<file path="src/rtl/reload_timer_pkg.sv">
// Shared definitions for the reload timer: terminal-count modes, the
// per-cycle action priority, and a helper that folds the reserved mode code.
package reload_timer_pkg;

    // Terminal-count behaviour selected by modeIn.
    typedef enum logic [1:0] {
        MODE_FREE    = 2'd0,
        MODE_RELOAD  = 2'd1,
        MODE_ONESHOT = 2'd2,
        MODE_RSVD    = 2'd3
    } mode_e;

    // What the counter does in a given cycle, listed from highest to lowest
    // priority: reset beats load, load beats a prescaler tick, and with none
    // of those the counter holds.
    typedef enum logic [1:0] {
        ACT_RESET = 2'd0,
        ACT_LOAD  = 2'd1,
        ACT_TICK  = 2'd2,
        ACT_HOLD  = 2'd3
    } action_e;

    localparam int PRIO_RESET = 0;
    localparam int PRIO_LOAD  = 1;
    localparam int PRIO_TICK  = 2;
    localparam int PRIO_HOLD  = 3;

    // The reserved encoding behaves exactly like free-running mode.
    function automatic mode_e decodeMode(input logic [1:0] modeRaw);
        mode_e m;
        m = mode_e'(modeRaw);
        if (m == MODE_RSVD) begin
            m = MODE_FREE;
        end
        return m;
    endfunction

endpackage

</file>
<file path="src/rtl/reload_timer_prescaler.sv">
// Programmable prescaler: emits a one-cycle tick every prescaleIn+1 enabled
// cycles. Disabling freezes the count; clearing restarts it from zero.
module timer_prescaler
    import reload_timer_pkg::*;
#(
    parameter int PRESCALE_WIDTH = 4
) (
    input  logic                      clk,
    input  logic                      reset,
    input  logic                      clear_i,
    input  logic                      enable_i,
    input  logic [PRESCALE_WIDTH-1:0] prescale_i,
    output logic                      tick_o
);

    logic [PRESCALE_WIDTH-1:0] count_q;
    logic [PRESCALE_WIDTH-1:0] count_d;

    // The tick is combinational so the counter core can act on it in the
    // same cycle; the comparison always uses the live prescale value, and an
    // overshoot after lowering it simply wraps around through zero.
    always_comb begin
        tick_o  = enable_i && (count_q == prescale_i);
        count_d = count_q;
        if (clear_i) begin
            count_d = '0;
        end else if (enable_i) begin
            if (tick_o) begin
                count_d = '0;
            end else begin
                count_d = count_q + PRESCALE_WIDTH'(1);
            end
        end
    end

    // Prescaler count register with synchronous reset.
    always_ff @(posedge clk) begin
        if (reset) begin
            count_q <= '0;
        end else begin
            count_q <= count_d;
        end
    end

endmodule

</file>
<file path="src/rtl/reload_timer.sv">
// General-purpose up/down counter/timer with programmable prescaler,
// free-run / auto-reload / one-shot terminal handling and a compare-match
// pulse. All outputs are registered.
module reload_timer
    import reload_timer_pkg::*;
#(
    parameter int               WIDTH          = 8,
    parameter logic [WIDTH-1:0] INIT           = '0,
    parameter int               PRESCALE_WIDTH = 4
) (
    input  logic                      clk,
    input  logic                      reset,
    input  logic                      countEn,
    input  logic                      loadEn,
    input  logic                      downMode,
    input  logic [1:0]                modeIn,
    input  logic [PRESCALE_WIDTH-1:0] prescaleIn,
    input  logic [WIDTH-1:0]          valueIn,
    input  logic [WIDTH-1:0]          reloadIn,
    input  logic [WIDTH-1:0]          compareIn,
    output logic [WIDTH-1:0]          valueOut,
    output logic                      carryOut,
    output logic                      matchOut,
    output logic                      runningOut
);

    logic [WIDTH-1:0] value_q;
    logic [WIDTH-1:0] value_d;
    logic             carry_q;
    logic             carry_d;
    logic             match_q;
    logic             match_d;
    logic             running_q;
    logic             running_d;

    logic             tick;
    logic             isTerminal;
    logic [WIDTH-1:0] stepped;
    mode_e            effMode;
    action_e          action;

    // A load restarts the prescaler; a stopped one-shot freezes it entirely.
    timer_prescaler #(
        .PRESCALE_WIDTH(PRESCALE_WIDTH)
    ) uPrescaler (
        .clk       (clk),
        .reset     (reset),
        .clear_i   (loadEn),
        .enable_i  (countEn && running_q),
        .prescale_i(prescaleIn),
        .tick_o    (tick)
    );

    // Decode the action for this cycle in priority order; reset is applied
    // directly in the register block below.
    always_comb begin
        if (loadEn) begin
            action = ACT_LOAD;
        end else if (tick) begin
            action = ACT_TICK;
        end else begin
            action = ACT_HOLD;
        end
    end

    // Direction, terminal detection and mode are all sampled from the live
    // inputs at tick time, so mid-count changes only matter at the next tick.
    always_comb begin
        effMode    = decodeMode(modeIn);
        isTerminal = downMode ? (value_q == '0) : (value_q == '1);
        stepped    = downMode ? (value_q - WIDTH'(1)) : (value_q + WIDTH'(1));
    end

    // Next-state logic: loads never pulse; a tick steps or applies the
    // terminal rule, and the match pulse looks at the value the tick produces.
    always_comb begin
        value_d   = value_q;
        carry_d   = 1'b0;
        match_d   = 1'b0;
        running_d = running_q;
        case (action)
            ACT_LOAD: begin
                value_d   = valueIn;
                running_d = 1'b1;
            end
            ACT_TICK: begin
                if (isTerminal) begin
                    carry_d = 1'b1;
                    case (effMode)
                        MODE_RELOAD: begin
                            value_d = reloadIn;
                        end
                        MODE_ONESHOT: begin
                            value_d   = value_q;
                            running_d = 1'b0;
                        end
                        default: begin
                            value_d = stepped;
                        end
                    endcase
                end else begin
                    value_d = stepped;
                end
                match_d = (value_d == compareIn);
            end
            default: begin
                value_d = value_q;
            end
        endcase
    end

    // Output registers; reset outranks every other action.
    always_ff @(posedge clk) begin
        if (reset) begin
            value_q   <= INIT;
            carry_q   <= 1'b0;
            match_q   <= 1'b0;
            running_q <= 1'b1;
        end else begin
            value_q   <= value_d;
            carry_q   <= carry_d;
            match_q   <= match_d;
            running_q <= running_d;
        end
    end

    assign valueOut   = value_q;
    assign carryOut   = carry_q;
    assign matchOut   = match_q;
    assign runningOut = running_q;

endmodule

</file>
<file path="config.mk">
export PLATFORM = sky130hd
export DESIGN_NAME = reload_timer
export DESIGN_NICKNAME = d
export VERILOG_FILES = /design/src/rtl/reload_timer_pkg.sv /design/src/rtl/reload_timer_prescaler.sv /design/src/rtl/reload_timer.sv
export SDC_FILE = /design/constraint.sdc
export NUM_CORES = 1
export LEC_CHECK = 0
export ABC_AREA = 1
export ABC_CLOCK_PERIOD_IN_PS = 4500
export CAP_MARGIN = 20
export CORE_MARGIN = 2
export CORE_UTILIZATION = 52
export CTS_CLUSTER_SIZE = 24
export DETAILED_ROUTE_END_ITERATION = 7
export HOLD_SLACK_MARGIN = 0.1
export PLACE_DENSITY = 0.86
export SKIP_LAST_GASP = 1
export SYNTH_ARGS = -nofsm -noshare
export SYNTH_HDL_FRONTEND = slang
export SYNTH_SLANG_ARGS = --single-unit
</file>
<file path="constraint.sdc">
create_clock -name clk -period 4.5 [get_ports clk]
set_input_delay 0.9 -clock clk [delete_from_list [all_inputs] [get_ports clk]]
set_output_delay 0.9 -clock clk [all_outputs]
set_load 0.01 [all_outputs]
</file>
==> flow_summary.toml, run 1 <==
[synthesis]
yosys_warnings = 0
synthMuxAreaShare_pct = 0
post_synth_fa_ha_maj_area_fraction_pct = 8.17
synth.top_cell.area_share_pct = 18.5
synth_top_family_by_area = "simple AND/OR/NAND/NOR gates"
synth_cells = 267
seq_area_frac_synth_pct = 18.5
post_synth.cell_area_avg_sq_um = 6.08
yosys-top-cells-area = "sky130_fd_sc_hd__dfxtp_1 (19%), sky130_fd_sc_hd__nand2_1 (16%), sky130_fd_sc_hd__nand3_1 (11%), sky130_fd_sc_hd__inv_1 (7.6%), sky130_fd_sc_hd__ha_1 (6.9%)"
synth_seq_cells = 15
synth_top_area_cell = "sky130_fd_sc_hd__dfxtp_1"
yosysUniqueCellTypes = 33
post_synth_xor_area_fraction_pct = 4.86
syn-cell-area_sq_um = 1620
net_count_synth = 312
synth_compound_area_share_pct = 14.3
simple_gate_portion_of_the_synthesized_area_pct = 44.4

[hold_path]
min_path_type = "reg2reg"
whs_endpoint = "uPrescaler.count_q[3]$_SDFFE_PP0P_"
hold_path_startpoint = "uPrescaler.count_q[3]$_SDFFE_PP0P_"
hold_path_depth = 1

[placement]
dp.final_hpwl_um = 3580
gp_routability_congestion = 0.918
buffer_ports.inserted = 45

[cells_and_area]
layout_common_cells = "sky130_fd_sc_hd__nand2_1 (71), sky130_fd_sc_hd__clkdlybuf4s50_1 (45), sky130_fd_sc_hd__nand3_1 (35), sky130_fd_sc_hd__inv_1 (33), sky130_fd_sc_hd__nor2_1 (22)"
areaGrowthSynthToFinish_pct = 30.1
post_route_cells_drive_above_1_share_pct = 7.72
final_common_cell = "sky130_fd_sc_hd__nand2_1"
final_nets = 357
insertedDiodeCount = 0

[route]
antenna_violating_nets_post_route = 0
num_vias = 1877
drt-initial-drc-count = 86
routedLengthMet1_um = 1910
drt-wirelength-per-cell_um = 12.8
maxUsedRoutingLayer = "met4"
drc_errors = 0
firstDrtPassIters = 4
drt-vias-per-instance = 5.46
met3WireLength_um = 373
routed-wl-met2_um = 2090
postRouteWirelength_um = 4390

[sta]
slew-limit-headroom_pct = 64.7
worst_slew_pin_slew_ns = 0.528
skew_ns = 0.0161
finalCriticalPeriod_ns = 2.95
fmax_mhz = 339
timing.final.max_slew_violations = 0
final_hold_viol_count = 0
fin_crit_sh_pct = 65.5
fin_tns_setup_ns = 0
rsz0062_at_grt = "no"
setup_viol = 0

[power]
final_total_pwr_uw = 407
combinationalPowerShare_pct = 44.8
switching_power_uw = 154
pwr-share-seq_pct = 36.4
p_leak_uw = 0.000956
power.clock.fraction_pct = 18.8
max_vdd_drop_mv = 0.159
power_switching_share_pct = 37.9
power.internal_uw = 253
power.density_cell_area_nw_per_um2 = 193

[clock_network]
cts_sinks = 15
postCtsSetupRepairBufs = 0
htreeDepth = 1
maximum_buffer_depth_of_the_clock_tree = 2
clock_tree_from_tritoncts = "done"
clock-root-buffer = "sky130_fd_sc_hd__clkbuf_4"
number_of_buffers_added_by_the_clock_tree_synthesis_step = 3
clkLatencyLatePin_ns = 0.29
holdBufCountCts = 0
path_clk_slew_ns = 0.10
cts_resized = 0

[floorplanning]
die_area_sq_um = 3580
effective_utilization_at_floorplan_pct = 54.0
die_h_um = 59.9
floorplan.io_pins = 46
core_region_area_sq_um = 3000
placement_rows = 20
die_width_um = 59.9

[global_route]
grt_start_max_net_pins = 14
antenna_violations_before_repair = 0
grt_pass1_wl_um = 7160
overflow = 0
first_global_vias = 1646
global_route.usage.total_pct = 26.2

[critical_path]
critical-path-slowest-cell = "sky130_fd_sc_hd__clkdlybuf4s50_1"
cp-start-kind = "primary input"
critical_path.reg2reg.endpoint = "matchOut$_SDFF_PP0_"
worstPathArrival_ns = 3.18
cp-end-kind = "register"
r2r_setup_slack_ns = 2.52
worst_ep_required_time_ns = 4.73
crit_fanout = 12
r2r_start = "valueOut[0]$_SDFFE_PP0P_"
ff2ff_path_depth = 10
setup.worst_path.class = "in2reg"
cp_slowest_stage_delay_ns = 0.68
cp_common_cell = "sky130_fd_sc_hd__nand3_1"
worstSetupStartpoint = "downMode"
critical_path.cell_chain = "clkdlybuf4s50_1 > fa_1 > xnor2_1 > nand2_1 > nand2_1 > nand3_1 > nand3b_1 > nand3_1 > nor2_1 > nand3_1 > nor2_1"

[status]
status = "complete, no violations"

[job]
timing.max_cap.violations = 0
==> registers in the layout, indices dropped and copies added (netlist names) <==
| signal | count |
|---|---|
| carryOut | 1 |
| runningOut | 1 |
| matchOut | 1 |
| valueOut | 8 |
| uPrescaler.count_q | 4 |
==> worst max-delay path: cells and delay by family <==
family,cells,cell delay [ns]
simple gates,8,0.74
buf+inv,1,0.68
fa+ha+maj,1,0.59
xor+xnor,1,0.26
==> per-stage QoR <==
stage               cell area [sq um]  setup slack [ns]  cells  utilization (%)  hold WS, ns
floorplan                        1620              2.25    267                -        0.445
global placement                 2080              1.39    340             69.4        0.454
detailed placement               2080              1.28    340             69.4        0.471
CTS                              2110              1.58    344             70.3        0.486
global route                     2110              1.42    344             70.3        0.526
finish                           2110              1.55    344             70.3        0.485
==> synth_stat cells <==
master and n:
sky130_fd_sc_hd__inv_1 33, sky130_fd_sc_hd__nand3b_1 3, sky130_fd_sc_hd__or2_0 1, sky130_fd_sc_hd__a21oi_2 1, sky130_fd_sc_hd__buf_6 1, sky130_fd_sc_hd__clkbuf_1 2, sky130_fd_sc_hd__nor2_2 3, sky130_fd_sc_hd__o21ai_4 1
sky130_fd_sc_hd__a31oi_1 5, sky130_fd_sc_hd__nand3_2 3, sky130_fd_sc_hd__o211ai_1 2, sky130_fd_sc_hd__and3_1 1, sky130_fd_sc_hd__nand2_2 8, sky130_fd_sc_hd__a21oi_1 14, sky130_fd_sc_hd__xnor2_1 4, sky130_fd_sc_hd__nor3_1 2
sky130_fd_sc_hd__fa_1 1, sky130_fd_sc_hd__nand2_1 71, sky130_fd_sc_hd__nand3_1 35, sky130_fd_sc_hd__o21a_1 1, sky130_fd_sc_hd__dfxtp_1 15, sky130_fd_sc_hd__ha_1 9, sky130_fd_sc_hd__clkbuf_2 1, sky130_fd_sc_hd__o22ai_1 2
sky130_fd_sc_hd__nand2_4 2, sky130_fd_sc_hd__xor2_1 5, sky130_fd_sc_hd__o211a_1 1, sky130_fd_sc_hd__nor2_4 1, sky130_fd_sc_hd__inv_2 1, sky130_fd_sc_hd__nor2_1 22, sky130_fd_sc_hd__o21ai_0 12, sky130_fd_sc_hd__clkbuf_4 1
sky130_fd_sc_hd__nand4_1 3
==> worst max-delay path by stage <==
stage	slack, ns	endpoint	cells past startpoint
finish	1.55	matchOut$_SDFF_PP0_	11
global placement	1.39	matchOut$_SDFF_PP0_	11
floorplan	2.25	matchOut$_SDFF_PP0_	10
global route	1.42	matchOut$_SDFF_PP0_	12
CTS	1.58	matchOut$_SDFF_PP0_	11
detailed placement	1.28	matchOut$_SDFF_PP0_	11
==> cell type report <==
| class | instances | area [sq um] |
|---|---|---|
| Fill cell | 269 | 892 |
| Multi-Input combinational cell | 213 | 1160 |
| Clock buffer | 3 | 22.5 |
| Sequential cell | 15 | 300 |
| Timing Repair Buffer | 45 | 450 |
| Inverter | 34 | 128 |
| Clock inverter | 1 | 5.00 |
| Tap cell | 33 | 41.3 |
==> per-layer routing <==
metal  vias to the layer above  track usage [%]
met5                         -                0
met4                         0             5.40
met3                         4             4.76
met2                        79             44.3
met1                       832             34.8
li1                        962                -
==> cell families (layout without fill, tap and decap cells) <==
logic type | Yosys count | after routing
and+or+nand+nor | 155 | 155
buffers and inverters | 39 | 83
DFF | 15 | 15
AOI/OAI and AO/OA | 39 | 39
xor gates and xnor gates | 9 | 9
adders and majority gates | 10 | 10
==> power by group through the flow <==
stage / sequential [uW] / combinational, uW / clock, uW
after floorplan: 149 / 117 / 0
after global placement: 151 / 176 / 0
after detailed placement: 151 / 180 / 0
after CTS: 148 / 181 / 77.0
after global routing: 149 / 203 / 84.1
final: 148 / 182 / 76.6
No activity file was read; power rests on OpenSTA's default activity.
==> run 2, diff against run 1 <==
--- a/config.mk
+++ b/config.mk
@@ -6,14 +6,14 @@
 export NUM_CORES = 1
 export LEC_CHECK = 0
 export ABC_AREA = 1
-export ABC_CLOCK_PERIOD_IN_PS = 4500
+export ABC_CLOCK_PERIOD_IN_PS = 2500
 export CAP_MARGIN = 20
 export CORE_MARGIN = 2
-export CORE_UTILIZATION = 52
+export CORE_UTILIZATION = 44
 export CTS_CLUSTER_SIZE = 24
 export DETAILED_ROUTE_END_ITERATION = 7
 export HOLD_SLACK_MARGIN = 0.1
-export PLACE_DENSITY = 0.86
+export PLACE_DENSITY = 0.78
 export SKIP_LAST_GASP = 1
 export SYNTH_ARGS = -nofsm -noshare
 export SYNTH_HDL_FRONTEND = slang
==> constraint.sdc (replaced) <==
create_clock -name clk -period 2.5 [get_ports clk]
set_input_delay 0.5 -clock clk [delete_from_list [all_inputs] [get_ports clk]]
set_output_delay 0.5 -clock clk [all_outputs]
set_load 0.01 [all_outputs]
==> run 2 against run 1 <==
Setup slack worse by 1.2 ns. Design area up 7.4%. Via count up 2.0%. Largest power group unchanged. First-iteration DRC count unchanged. Register-to-register slack worse by 2.0 ns. Non-clock buffer count up 14. Combinational power up 98%. Largest cell class unchanged.
==> flow_summary.toml, run 2 (synthesized netlist as in run 1, its figures left out) <==
[critical_path]
crit_fanout = 5
critical-path-slowest-cell = "sky130_fd_sc_hd__clkdlybuf4s50_1"
cp_slowest_stage_delay_ns = 0.48
worst_ep_required_time_ns = 2.69
worstPathArrival_ns = 2.35
cp_common_cell = "sky130_fd_sc_hd__nand2_1"
cp-end-kind = "register"
cp-start-kind = "primary input"
critical_path.n_buffers_inverters = 3
setup.worst_path.class = "in2reg"
critical_path.cell_chain = "clkdlybuf4s50_1 > inv_1 > ha_1 > inv_1 > nand3_1 > o21ai_0 > nand3_1 > nand2_1 > nand2_1 > nand2_1 > nand2_1 > nor2_1 > nand3_1 > nor2_1"
critical-path-top-delay-family = "simple AND/OR/NAND/NOR gates"

[sta]
fin_crit_sh_pct = 86.5
slew-limit-headroom_pct = 79.2
skew_ns = 0.00261
rsz0062_at_grt = "no"
final_hold_viol_count = 0
finalWorstSetupSlack_ns = 0.337
fin_tns_setup_ns = 0
timing.final.max_slew_violations = 0
finalCriticalPeriod_ns = 2.16
worst_slew_pin_slew_ns = 0.312
setup_viol = 0
fmax_mhz = 462

[power]
combinationalPowerShare_pct = 43.8
pwr-share-seq_pct = 32.0
power.density_cell_area_nw_per_um2 = 363
power.internal_uw = 536
power_switching_share_pct = 34.9
switching_power_uw = 288
p_leak_uw = 0.00104
final_total_pwr_uw = 824
max_vdd_drop_mv = 0.231
power.clock.fraction_pct = 24.2

[cells_and_area]
post_route_cells_drive_above_1_share_pct = 11.4
stdcell_area_sq_um = 2270
final_nets = 371
layout_common_cells = "sky130_fd_sc_hd__nand2_1 (71), sky130_fd_sc_hd__clkdlybuf4s50_1 (44), sky130_fd_sc_hd__nand3_1 (35), sky130_fd_sc_hd__inv_1 (33), sky130_fd_sc_hd__nor2_1 (22)"
final_util_pct = 62.9
insertedDiodeCount = 0
final_common_cell = "sky130_fd_sc_hd__nand2_1"
max_ffs_per_register = 8
areaGrowthSynthToFinish_pct = 39.7

[floorplanning]
die_h_um = 64.7
placement_rows = 22
die_area_sq_um = 4190
floorplan.io_pins = 46
die_width_um = 64.7
effective_utilization_at_floorplan_pct = 45.0
core_region_area_sq_um = 3610

[placement]
dp.final_hpwl_um = 3650
gp_routability_congestion = 0.878
place_ws_ns = -0.139
place_area_sq_um = 2220
buffer_ports.inserted = 45

[clock_network]
cts_sinks = 15
number_of_buffers_added_by_the_clock_tree_synthesis_step = 3
htreeDepth = 1
maximum_buffer_depth_of_the_clock_tree = 2
path_clk_slew_ns = 0.06
clock_tree_from_tritoncts = "done"
clock-root-buffer = "sky130_fd_sc_hd__clkbuf_8"
clkLatencyLatePin_ns = 0.25
postCtsSetupRepairBufs = 0

[global_route]
first_global_vias = 1760
overflow = 0
grt_pass1_wl_um = 7680
antenna_violations_before_repair = 0
grt_start_max_net_pins = 11
global_route.usage.total_pct = 23.2

[route]
drt-wirelength-per-cell_um = 12.1
antenna_violating_nets_post_route = 0
drt-initial-drc-count = 86
drc_errors = 0
firstDrtPassIters = 4
num_vias = 1915
postRouteWirelength_um = 4520
drt-vias-per-instance = 5.13

[hold_path]
min_path_type = "reg2reg"

[status]
status = "complete, no violations"

[job]
timing.max_cap.violations = 0
## run 2: cell count changes in the layout (fill, tap and decap cells not counted)
cell / previous run / this run
sky130_fd_sc_hd__clkinv_2: 1 / 0
sky130_fd_sc_hd__buf_4: 0 / 13
sky130_fd_sc_hd__clkbuf_8: 0 / 3
sky130_fd_sc_hd__clkdlybuf4s50_1: 45 / 44
sky130_fd_sc_hd__buf_12: 0 / 1
sky130_fd_sc_hd__clkbuf_4: 3 / 0
sky130_fd_sc_hd__dlymetal6s2s_1: 0 / 1
sky130_fd_sc_hd__clkbuf_1: 0 / 1
## run 2: worst paths after layout
| kind | cells past startpoint | endpoint | startpoint | slack [ns] |
|---|---|---|---|---|
| min reg2reg | 1 | uPrescaler.count_q[3]$_SDFFE_PP0P_ | uPrescaler.count_q[3]$_SDFFE_PP0P_ | 0.50 |
| max reg2reg | 12 | matchOut$_SDFF_PP0_ | valueOut[2]$_SDFFE_PP0P_ | 0.53 |
| max | 14 | matchOut$_SDFF_PP0_ | modeIn[0] | 0.34 |
| min | 1 | uPrescaler.count_q[3]$_SDFFE_PP0P_ | uPrescaler.count_q[3]$_SDFFE_PP0P_ | 0.50 |
## run 2: final cells by class
class                   instances  area [sq um]
fillers                       344          1340
multi-input cells             213          1160
repair buffers                 59           571
flip-flops and latches         15           300
inverters                      34           128
well taps                      48          60.1
clock buffers                   4          45.0
## run 2: worst register-to-register path, stage by stage, from the launching register on
cell and delay [ns]:
sky130_fd_sc_hd__dfxtp_1 0.48, sky130_fd_sc_hd__ha_1 0.32, sky130_fd_sc_hd__a21oi_1 0.14, sky130_fd_sc_hd__nand2_1 0.12, sky130_fd_sc_hd__buf_4 0.16, sky130_fd_sc_hd__xnor2_1 0.12, sky130_fd_sc_hd__nand2_2 0.08, sky130_fd_sc_hd__nand3_2 0.05
sky130_fd_sc_hd__nand2_1 0.07, sky130_fd_sc_hd__nand2_1 0.04, sky130_fd_sc_hd__nor2_1 0.14, sky130_fd_sc_hd__nand3_1 0.09, sky130_fd_sc_hd__nor2_1 0.09
## run 2: metal layers
metal  track usage, %  routed length, um  part of all wire (%)
met3             4.34                223                   4.9
met1             30.3               2080                    46
met4             5.05                 71                   1.6
met5                0                  0                     0
met2             39.4               2140                    47
## run 2: timing repair
action                                  in CTS  in global routing
endpoints found under the setup margin       0                  1
hold buffers                                 0                  0
resized for setup                            0                  1
## run 2: power groups by stage
stage / Combinational (uW) / Sequential (uW) / Clock (uW)
after detailed placement: 356 / 269 / 0
final: 361 / 264 / 199
after floorplan: 210 / 268 / 0
after CTS: 359 / 264 / 204
after global routing: 405 / 266 / 213
after global placement: 352 / 269 / 0
## run 2: per-stage QoR
stage	hold WS [ns]	instances
detailed placement	0.478	369
floorplan	0.445	267
global route	0.501	373
global placement	0.466	369
CTS	0.495	373
finish	0.496	373
